### src/rtl/bus_cycle_sequencer_if.sv
// Core request/response and 8-bit TT pin bus bundle for the 6502 bus cycle sequencer.
// The master modport is the core plus external-device side; the slave modport is the sequencer.
interface bus_cycle_sequencer_if;
  logic        req_valid;
  logic        req_ready;
  logic        req_rw;
  logic [15:0] req_addr;
  logic [7:0]  req_wdata;
  logic        resp_valid;
  logic [7:0]  resp_rdata;
  logic        resp_err;
  logic        bus_rdy;
  logic [7:0]  addr_out;
  logic        addr_hi;
  logic        bus_active;
  logic [7:0]  uio_in;
  logic [7:0]  uio_out;
  logic [7:0]  uio_oe;

  modport master (
    output req_valid, req_rw, req_addr, req_wdata, bus_rdy, uio_in,
    input  req_ready, resp_valid, resp_rdata, resp_err,
           addr_out, addr_hi, bus_active, uio_out, uio_oe
  );

  modport slave (
    input  req_valid, req_rw, req_addr, req_wdata, bus_rdy, uio_in,
    output req_ready, resp_valid, resp_rdata, resp_err,
           addr_out, addr_hi, bus_active, uio_out, uio_oe
  );
endinterface

### src/rtl/bus_cycle_sequencer.sv
// Muxes a 16-bit core access onto 8 pins: addr lo, addr hi, data (wait states), turnaround after writes.
// Response 4 cycles after accept with zero waits; req_ready only in IDLE, resp_valid has no backpressure.
module bus_cycle_sequencer #(
  parameter int WAIT_MAX    = 15,
  parameter int TURN_CYCLES = 1
) (
  input  logic                  clk_output,
  input  logic                  rst_n,
  bus_cycle_sequencer_if.slave  bus
);

  localparam int WCW = (WAIT_MAX    < 1) ? 1 : $clog2(WAIT_MAX + 1);
  localparam int TCW = (TURN_CYCLES < 2) ? 1 : $clog2(TURN_CYCLES);
  localparam logic [WCW-1:0] WAIT_LIM = WCW'(WAIT_MAX);
  localparam logic [TCW-1:0] TURN_LIM = TCW'(TURN_CYCLES - 1);

  typedef enum logic [2:0] {
    S_IDLE,
    S_ALO,
    S_AHI,
    S_DATA,
    S_TURN
  } state_t;

  state_t         r_state;
  state_t         w_state_nxt;
  logic           r_rw;
  logic [15:0]    r_addr;
  logic [7:0]     r_wdata;
  logic [WCW-1:0] r_wait_cnt;
  logic [TCW-1:0] r_turn_cnt;

  logic           r_req_ready;
  logic           r_resp_valid;
  logic [7:0]     r_resp_rdata;
  logic           r_resp_err;
  logic [7:0]     r_addr_out;
  logic           r_addr_hi;
  logic           r_bus_active;
  logic [7:0]     r_uio_out;
  logic [7:0]     r_uio_oe;

  logic           w_accept;
  logic           w_done;
  logic           w_timeout;

  assign w_accept  = (r_state == S_IDLE) && bus.req_valid;
  assign w_done    = (r_state == S_DATA) && bus.bus_rdy;
  assign w_timeout = (r_state == S_DATA) && !bus.bus_rdy && (r_wait_cnt == WAIT_LIM);

  always_ff @(posedge clk_output) begin
    if (!rst_n) r_state <= S_IDLE;
    else        r_state <= w_state_nxt;
  end

  always_comb begin
    w_state_nxt = r_state;
    case (r_state)
      S_IDLE:  if (bus.req_valid) w_state_nxt = S_ALO;
      S_ALO:   w_state_nxt = S_AHI;
      S_AHI:   w_state_nxt = S_DATA;
      S_DATA:  if (w_done || w_timeout) w_state_nxt = r_rw ? S_TURN : S_IDLE;
      S_TURN:  if (r_turn_cnt == TURN_LIM) w_state_nxt = S_IDLE;
      default: w_state_nxt = S_IDLE;
    endcase
  end

  // Every output is computed from the next state so the pins change on the same edge as the state.
  always_ff @(posedge clk_output) begin
    if (!rst_n) begin
      r_rw         <= 1'b0;
      r_addr       <= '0;
      r_wdata      <= '0;
      r_wait_cnt   <= '0;
      r_turn_cnt   <= '0;
      r_req_ready  <= 1'b1;
      r_resp_valid <= 1'b0;
      r_resp_rdata <= '0;
      r_resp_err   <= 1'b0;
      r_addr_out   <= '0;
      r_addr_hi    <= 1'b0;
      r_bus_active <= 1'b0;
      r_uio_out    <= '0;
      r_uio_oe     <= '0;
    end else begin
      if (w_accept) begin
        r_rw    <= bus.req_rw;
        r_addr  <= bus.req_addr;
        r_wdata <= bus.req_wdata;
      end

      if (r_state == S_DATA && !bus.bus_rdy && !w_timeout) r_wait_cnt <= r_wait_cnt + WCW'(1);
      else                                                   r_wait_cnt <= '0;

      if (r_state == S_TURN) r_turn_cnt <= r_turn_cnt + TCW'(1);
      else                   r_turn_cnt <= '0;

      r_req_ready  <= (w_state_nxt == S_IDLE);
      r_bus_active <= (w_state_nxt == S_ALO) || (w_state_nxt == S_AHI) || (w_state_nxt == S_DATA);

      if (w_accept) begin
        r_addr_out <= bus.req_addr[7:0];
        r_addr_hi  <= 1'b0;
      end else if (r_state == S_ALO) begin
        r_addr_out <= r_addr[15:8];
        r_addr_hi  <= 1'b1;
      end

      if (w_state_nxt == S_DATA && r_rw) begin
        r_uio_oe  <= 8'hFF;
        r_uio_out <= r_wdata;
      end else begin
        r_uio_oe  <= 8'h00;
      end

      r_resp_valid <= w_done || w_timeout;
      if (w_done || w_timeout) begin
        r_resp_err   <= w_timeout;
        r_resp_rdata <= (w_done && !r_rw) ? bus.uio_in : 8'h00;
      end
    end
  end

  assign bus.req_ready  = r_req_ready;
  assign bus.resp_valid = r_resp_valid;
  assign bus.resp_rdata = r_resp_rdata;
  assign bus.resp_err   = r_resp_err;
  assign bus.addr_out   = r_addr_out;
  assign bus.addr_hi    = r_addr_hi;
  assign bus.bus_active = r_bus_active;
  assign bus.uio_out    = r_uio_out;
  assign bus.uio_oe     = r_uio_oe;

endmodule
### src/flat_wrapper.sv
// flat-port wrapper written by rule: the top's interface ports become plain ports
module bus_cycle_sequencer_flat 
#(
  parameter int WAIT_MAX    = 15,
  parameter int TURN_CYCLES = 1
)
  (clk_output, rst_n, bus_req_valid, bus_req_rw, bus_req_addr, bus_req_wdata, bus_bus_rdy, bus_uio_in, bus_req_ready, bus_resp_valid, bus_resp_rdata, bus_resp_err, bus_addr_out, bus_addr_hi, bus_bus_active, bus_uio_out, bus_uio_oe);
  bus_cycle_sequencer_if bus_i ();
  input  logic clk_output;
  input  logic rst_n;
  input wire logic [$bits(bus_i.req_valid)-1:0] bus_req_valid;
  input wire logic [$bits(bus_i.req_rw)-1:0] bus_req_rw;
  input wire logic [$bits(bus_i.req_addr)-1:0] bus_req_addr;
  input wire logic [$bits(bus_i.req_wdata)-1:0] bus_req_wdata;
  input wire logic [$bits(bus_i.bus_rdy)-1:0] bus_bus_rdy;
  input wire logic [$bits(bus_i.uio_in)-1:0] bus_uio_in;
  output wire logic [$bits(bus_i.req_ready)-1:0] bus_req_ready;
  output wire logic [$bits(bus_i.resp_valid)-1:0] bus_resp_valid;
  output wire logic [$bits(bus_i.resp_rdata)-1:0] bus_resp_rdata;
  output wire logic [$bits(bus_i.resp_err)-1:0] bus_resp_err;
  output wire logic [$bits(bus_i.addr_out)-1:0] bus_addr_out;
  output wire logic [$bits(bus_i.addr_hi)-1:0] bus_addr_hi;
  output wire logic [$bits(bus_i.bus_active)-1:0] bus_bus_active;
  output wire logic [$bits(bus_i.uio_out)-1:0] bus_uio_out;
  output wire logic [$bits(bus_i.uio_oe)-1:0] bus_uio_oe;
  assign bus_i.req_valid = bus_req_valid;
  assign bus_i.req_rw = bus_req_rw;
  assign bus_i.req_addr = bus_req_addr;
  assign bus_i.req_wdata = bus_req_wdata;
  assign bus_i.bus_rdy = bus_bus_rdy;
  assign bus_i.uio_in = bus_uio_in;
  assign bus_req_ready = bus_i.req_ready;
  assign bus_resp_valid = bus_i.resp_valid;
  assign bus_resp_rdata = bus_i.resp_rdata;
  assign bus_resp_err = bus_i.resp_err;
  assign bus_addr_out = bus_i.addr_out;
  assign bus_addr_hi = bus_i.addr_hi;
  assign bus_bus_active = bus_i.bus_active;
  assign bus_uio_out = bus_i.uio_out;
  assign bus_uio_oe = bus_i.uio_oe;
  bus_cycle_sequencer #(.WAIT_MAX(WAIT_MAX), .TURN_CYCLES(TURN_CYCLES)) u_core (.clk_output(clk_output), .rst_n(rst_n), .bus(bus_i));
endmodule
### config.mk
export PLATFORM = sky130hd
export DESIGN_NAME = bus_cycle_sequencer_flat
export DESIGN_NICKNAME = d
export VERILOG_FILES = /design/src/rtl/bus_cycle_sequencer_if.sv /design/src/rtl/bus_cycle_sequencer.sv /design/src/flat_wrapper.sv
export SDC_FILE = /design/constraint.sdc
export NUM_CORES = 1
export LEC_CHECK = 0
export ABC_AREA = 1
export ABC_CLOCK_PERIOD_IN_PS = 2200
export CAP_MARGIN = 0
export CORE_MARGIN = 2
export CORE_UTILIZATION = 30
export DETAILED_ROUTE_END_ITERATION = 12
export MAX_ROUTING_LAYER = met4
export PLACE_DENSITY = 0.65
export SETUP_SLACK_MARGIN = 0.3
export SLEW_MARGIN = 5
export SYNTH_ARGS = -nofsm -noshare
export SYNTH_HDL_FRONTEND = slang
export SYNTH_SLANG_ARGS = --single-unit
### constraint.sdc
create_clock -name clk_output -period 2.2 [get_ports clk_output]
set_clock_uncertainty 0.2 [all_clocks]
set_input_delay 0.44 -clock clk_output [delete_from_list [all_inputs] [get_ports clk_output]]
set_output_delay 0.44 -clock clk_output [all_outputs]
set_load 0.05 [all_outputs]
==> impl_metrics.toml <==
[setup_path]
critPathArrivalTime_ps = 1200
worstPathCellList = "dlygate4sd2_1"
cp_max_fo = 2
timing.critical_path.slowest_cell_delay_ps = 540
critPathBufInv = 1
critPathTopFamily = "buffers and inverters"
regToRegStartpoint = "u_core.r_state[2]"
worst_setup_path_start_kind = "flip-flop"
timing.reg2reg.worst_path_depth = 6
timing.setup.critical_path_class = "flip-flop to output port"
setup.worst_path.end_class = "output port"
required_ps = 1560
timing.reg2reg.setup_slack_ps = 540
crit_path_top_delay_cell = "sky130_fd_sc_hd__dlygate4sd2_1"
worstReg2RegEnd = "u_core.bus.req_ready"

[placed_design]
final_weighted_congestion_in_routability_driven_placement = 0.7689
dp_cells = 437
port-buffer-count = 73
place_worst_setup_slack_ps = 191.6
post-dp-hpwl_mm = 3.683

[clock_tree]
setup_fix_buffers_added_after_clock_tree_synthesis = 0
cts_buffer_depth = 2
postCtsHoldBufs = 0
tritoncts = "yes"
numClockSinks = 55
clock-root-buffer = "sky130_fd_sc_hd__clkbuf_8"
insertion_delay_to_the_later_sink_of_the_worst_skew_pair_ps = 300
htree_num_levels = 2
cts_made_buffers = 5
clkSlewWorstSetupHoldPaths_ps = 100

[layout]
area.growth.synth_to_final_pct = 37.99
final_net_count = 383
n_antenna_cell = 0
final_cell_count_no_fill = 445
drive_above_1_share = 0.09827
nFillCells = 762

[synth]
synth_seq_area_share = 0.5043
synth_flop_cell = "sky130_fd_sc_hd__dfxtp_1"
post_synth_main_area_contributors = "sky130_fd_sc_hd__dfxtp_1 (50%), sky130_fd_sc_hd__nand2_1 (11%), sky130_fd_sc_hd__a21oi_1 (9.6%), sky130_fd_sc_hd__nand3_1 (4.4%), sky130_fd_sc_hd__o21ai_0 (4.4%)"
avgSynthCellArea_sq_um = 7.854
synth_largest_type_area_fraction = 0.5043
synth_cell_types = 29
postSynthCellCount = 278
synth.top_cells.by_count = "sky130_fd_sc_hd__nand2_1 (64), sky130_fd_sc_hd__dfxtp_1 (55), sky130_fd_sc_hd__a21oi_1 (42), sky130_fd_sc_hd__inv_1 (22)"
ys_seq_elements = 55
count_of_flip_flops_with_a_built_in_enable_after_synthesis = 0
synth-async-reset-ratio = 0
top_cell_type_by_total_area_after_synthesis = "sky130_fd_sc_hd__dfxtp_1"
ys.warnings.count = 0
syn-num-nets = 316
synthesized_cell_area_sq_um = 2183
yosys.cell_count.top_type = "sky130_fd_sc_hd__nand2_1"

[hold_path]
hold_path.class = "flip-flop to flip-flop"
min_from = "u_core.r_turn_cnt"
hold-path-cell-count = 1
min_to = "u_core.r_turn_cnt"

[power]
power.share.clock = 0.301
power.net_switching_w = 0.0006807
seq_power_share = 0.488
p_int_w = 0.001572
ir_worst_vdd_mv = 0.4891
power_switching_share = 0.3022
powerDensity_nw_per_um2 = 747.6
post-layout-total-power_w = 0.002252
power.combinational.fraction = 0.210
power.leakage_nw = 1.289

[timing]
worst_margin_slew_ps = 522.0
timing_hold_violations_final = 0
worst_rel_slew_slack = 0.6534
post_route_hold_slack_ps = 235.2
min_period_ps = 1845
post-route-period-util = 0.8385
fin_setup_tns_ps = 0
unrepaired_setup_endpoints_after_global_routing = "false"
post-route-worst-setup-slack_ps = 355.4
max_slew_violation_total_from_the_final_report = 0
max_freq_ghz = 0.5421
finalSetupViolations = 0

[global_route]
grtUsageTotal = 0.1315
number_of_antenna_violations_at_the_first_check_in_global_routing = 0
grt_first_pass_wirelength_mm = 7.962
grt_max_degree = 26
vias_in_the_first_global_route = 1757
grt-ovfl-total = 0

[route]
routed-via-count = 1907
drtIter0Drc = 48
drt-wirelength-per-cell_um = 11.12
post_route_drc = 0
drt.antenna.violating_nets = 0
finalWirelength_mm = 4.948
post_drt_via_cell_ratio = 4.285
drt_pass_1_iters = 4

[floorplan]
ios = 74
die_w_um = 89.31
fp.dieH_um = 89.31
initial_utilization = 0.3059
floorplan.rows = 31
fp.dieArea_sq_um = 7976
core_sq_um = 7137

[job]
max_cap_violations = 0

[outcome]
status = "complete, no violations"
==> cells by family (layout without fill, tap and decap cells) <==
group | count (synthesis) | after routing | synth area share
compound gates | 66 | 66 | 0.1553
xor+xnor | 2 | 2 | 0.008024
fa+ha+maj | 1 | 1 | 0.005730
buf+inv | 44 | 112 | 0.1043
flops | 55 | 55 | 0.5043
simple gates | 110 | 110 | 0.2224
==> per-stage QoR <==
stage,area (sq um),util
6_report,3013,0.4222
5_1_grt,3013,0.4222
2_1_floorplan,2183,-
3_3_place_gp,2927,0.4101
3_5_place_dp,2927,0.4101
4_1_cts,3007,0.4213
==> placed cells by master (no fill, tap or decap), types with 5 or more instances in the layout <==
cell,n
sky130_fd_sc_hd__a21oi_1,41
sky130_fd_sc_hd__buf_4,15
sky130_fd_sc_hd__clkbuf_8,5
sky130_fd_sc_hd__clkdlybuf4s50_1,36
sky130_fd_sc_hd__dfxtp_1,55
sky130_fd_sc_hd__dlygate4sd2_1,26
sky130_fd_sc_hd__inv_1,22
sky130_fd_sc_hd__nand2_1,64
sky130_fd_sc_hd__nand3_1,19
sky130_fd_sc_hd__nor2_1,18
sky130_fd_sc_hd__o21ai_0,19
==> worst max path at each step <==
stage | end | from | cells after the start | slack, ps
after detailed placement | u_core.bus.resp_rdata[5] | bus_bus_rdy | 6 | 190
final | bus_addr_out[0] | u_core.bus.addr_out[0] | 1 | 360
after floorplan | bus_uio_oe[1] | u_core.bus.uio_oe[6] | 1 | 550
after global placement | u_core.bus.resp_rdata[4] | bus_bus_rdy | 6 | 230
after global routing | bus_uio_out[0] | u_core.bus.uio_out[0] | 1 | 300
after CTS | bus_resp_err | u_core.bus.resp_err | 1 | 330
==> repair_timing <==
action | in CTS | in global routing
hold endpoints to repair | 0 | 0
resized for setup | 28 | 3
endpoints found under the setup margin | 28 | 10
==> registers in the layout, indices dropped and copies added, names as in the netlist <==
signal / count
u_core.r_wdata: 8
u_core.bus.addr_hi: 1
u_core.r_addr: 8
u_core.bus.resp_valid: 1
u_core.bus.addr_out: 8
u_core.bus.bus_active: 1
u_core.bus.resp_rdata: 8
u_core.bus.req_ready: 1
u_core.bus.resp_err: 1
u_core.bus.uio_out: 8
u_core.bus.uio_oe: 1
u_core.r_state: 3
u_core.r_rw: 1
u_core.r_wait_cnt: 4
u_core.r_turn_cnt: 1
==> power by group through the flow <==
stage	Sequential (W)	Combinational [W]	Clock (W)
final	0.00110	0.000474	0.000679
after detailed placement	0.00112	0.000499	0
after global placement	0.00112	0.000496	0
after CTS	0.00110	0.000480	0.000702
after floorplan	0.00123	0.000218	0
after global routing	0.00111	0.000518	0.000744
==> cell type report <==
type                    count  area, sq um  area share
inverters                  25        93.84     0.03115
repair buffers             79        720.7      0.2392
well taps                  99        123.9     0.04111
clock buffers               5        68.82     0.02284
flip-flops and latches     55         1101      0.3654
multi-input cells         179        858.3      0.2849
clock inverters             3        46.29     0.01537
==> metal layers <==
layer / global-route usage / vias to the layer above / share of wire
li1: - / 1026 / -
met1: 0.1659 / 832 / 0.48
met2: 0.2088 / 43 / 0.47
met3: 0.03324 / 6 / 0.045
met4: 0.03799 / 0 / 0.0099
met5: - / - / 0
Power figures use the tool's default switching activity.
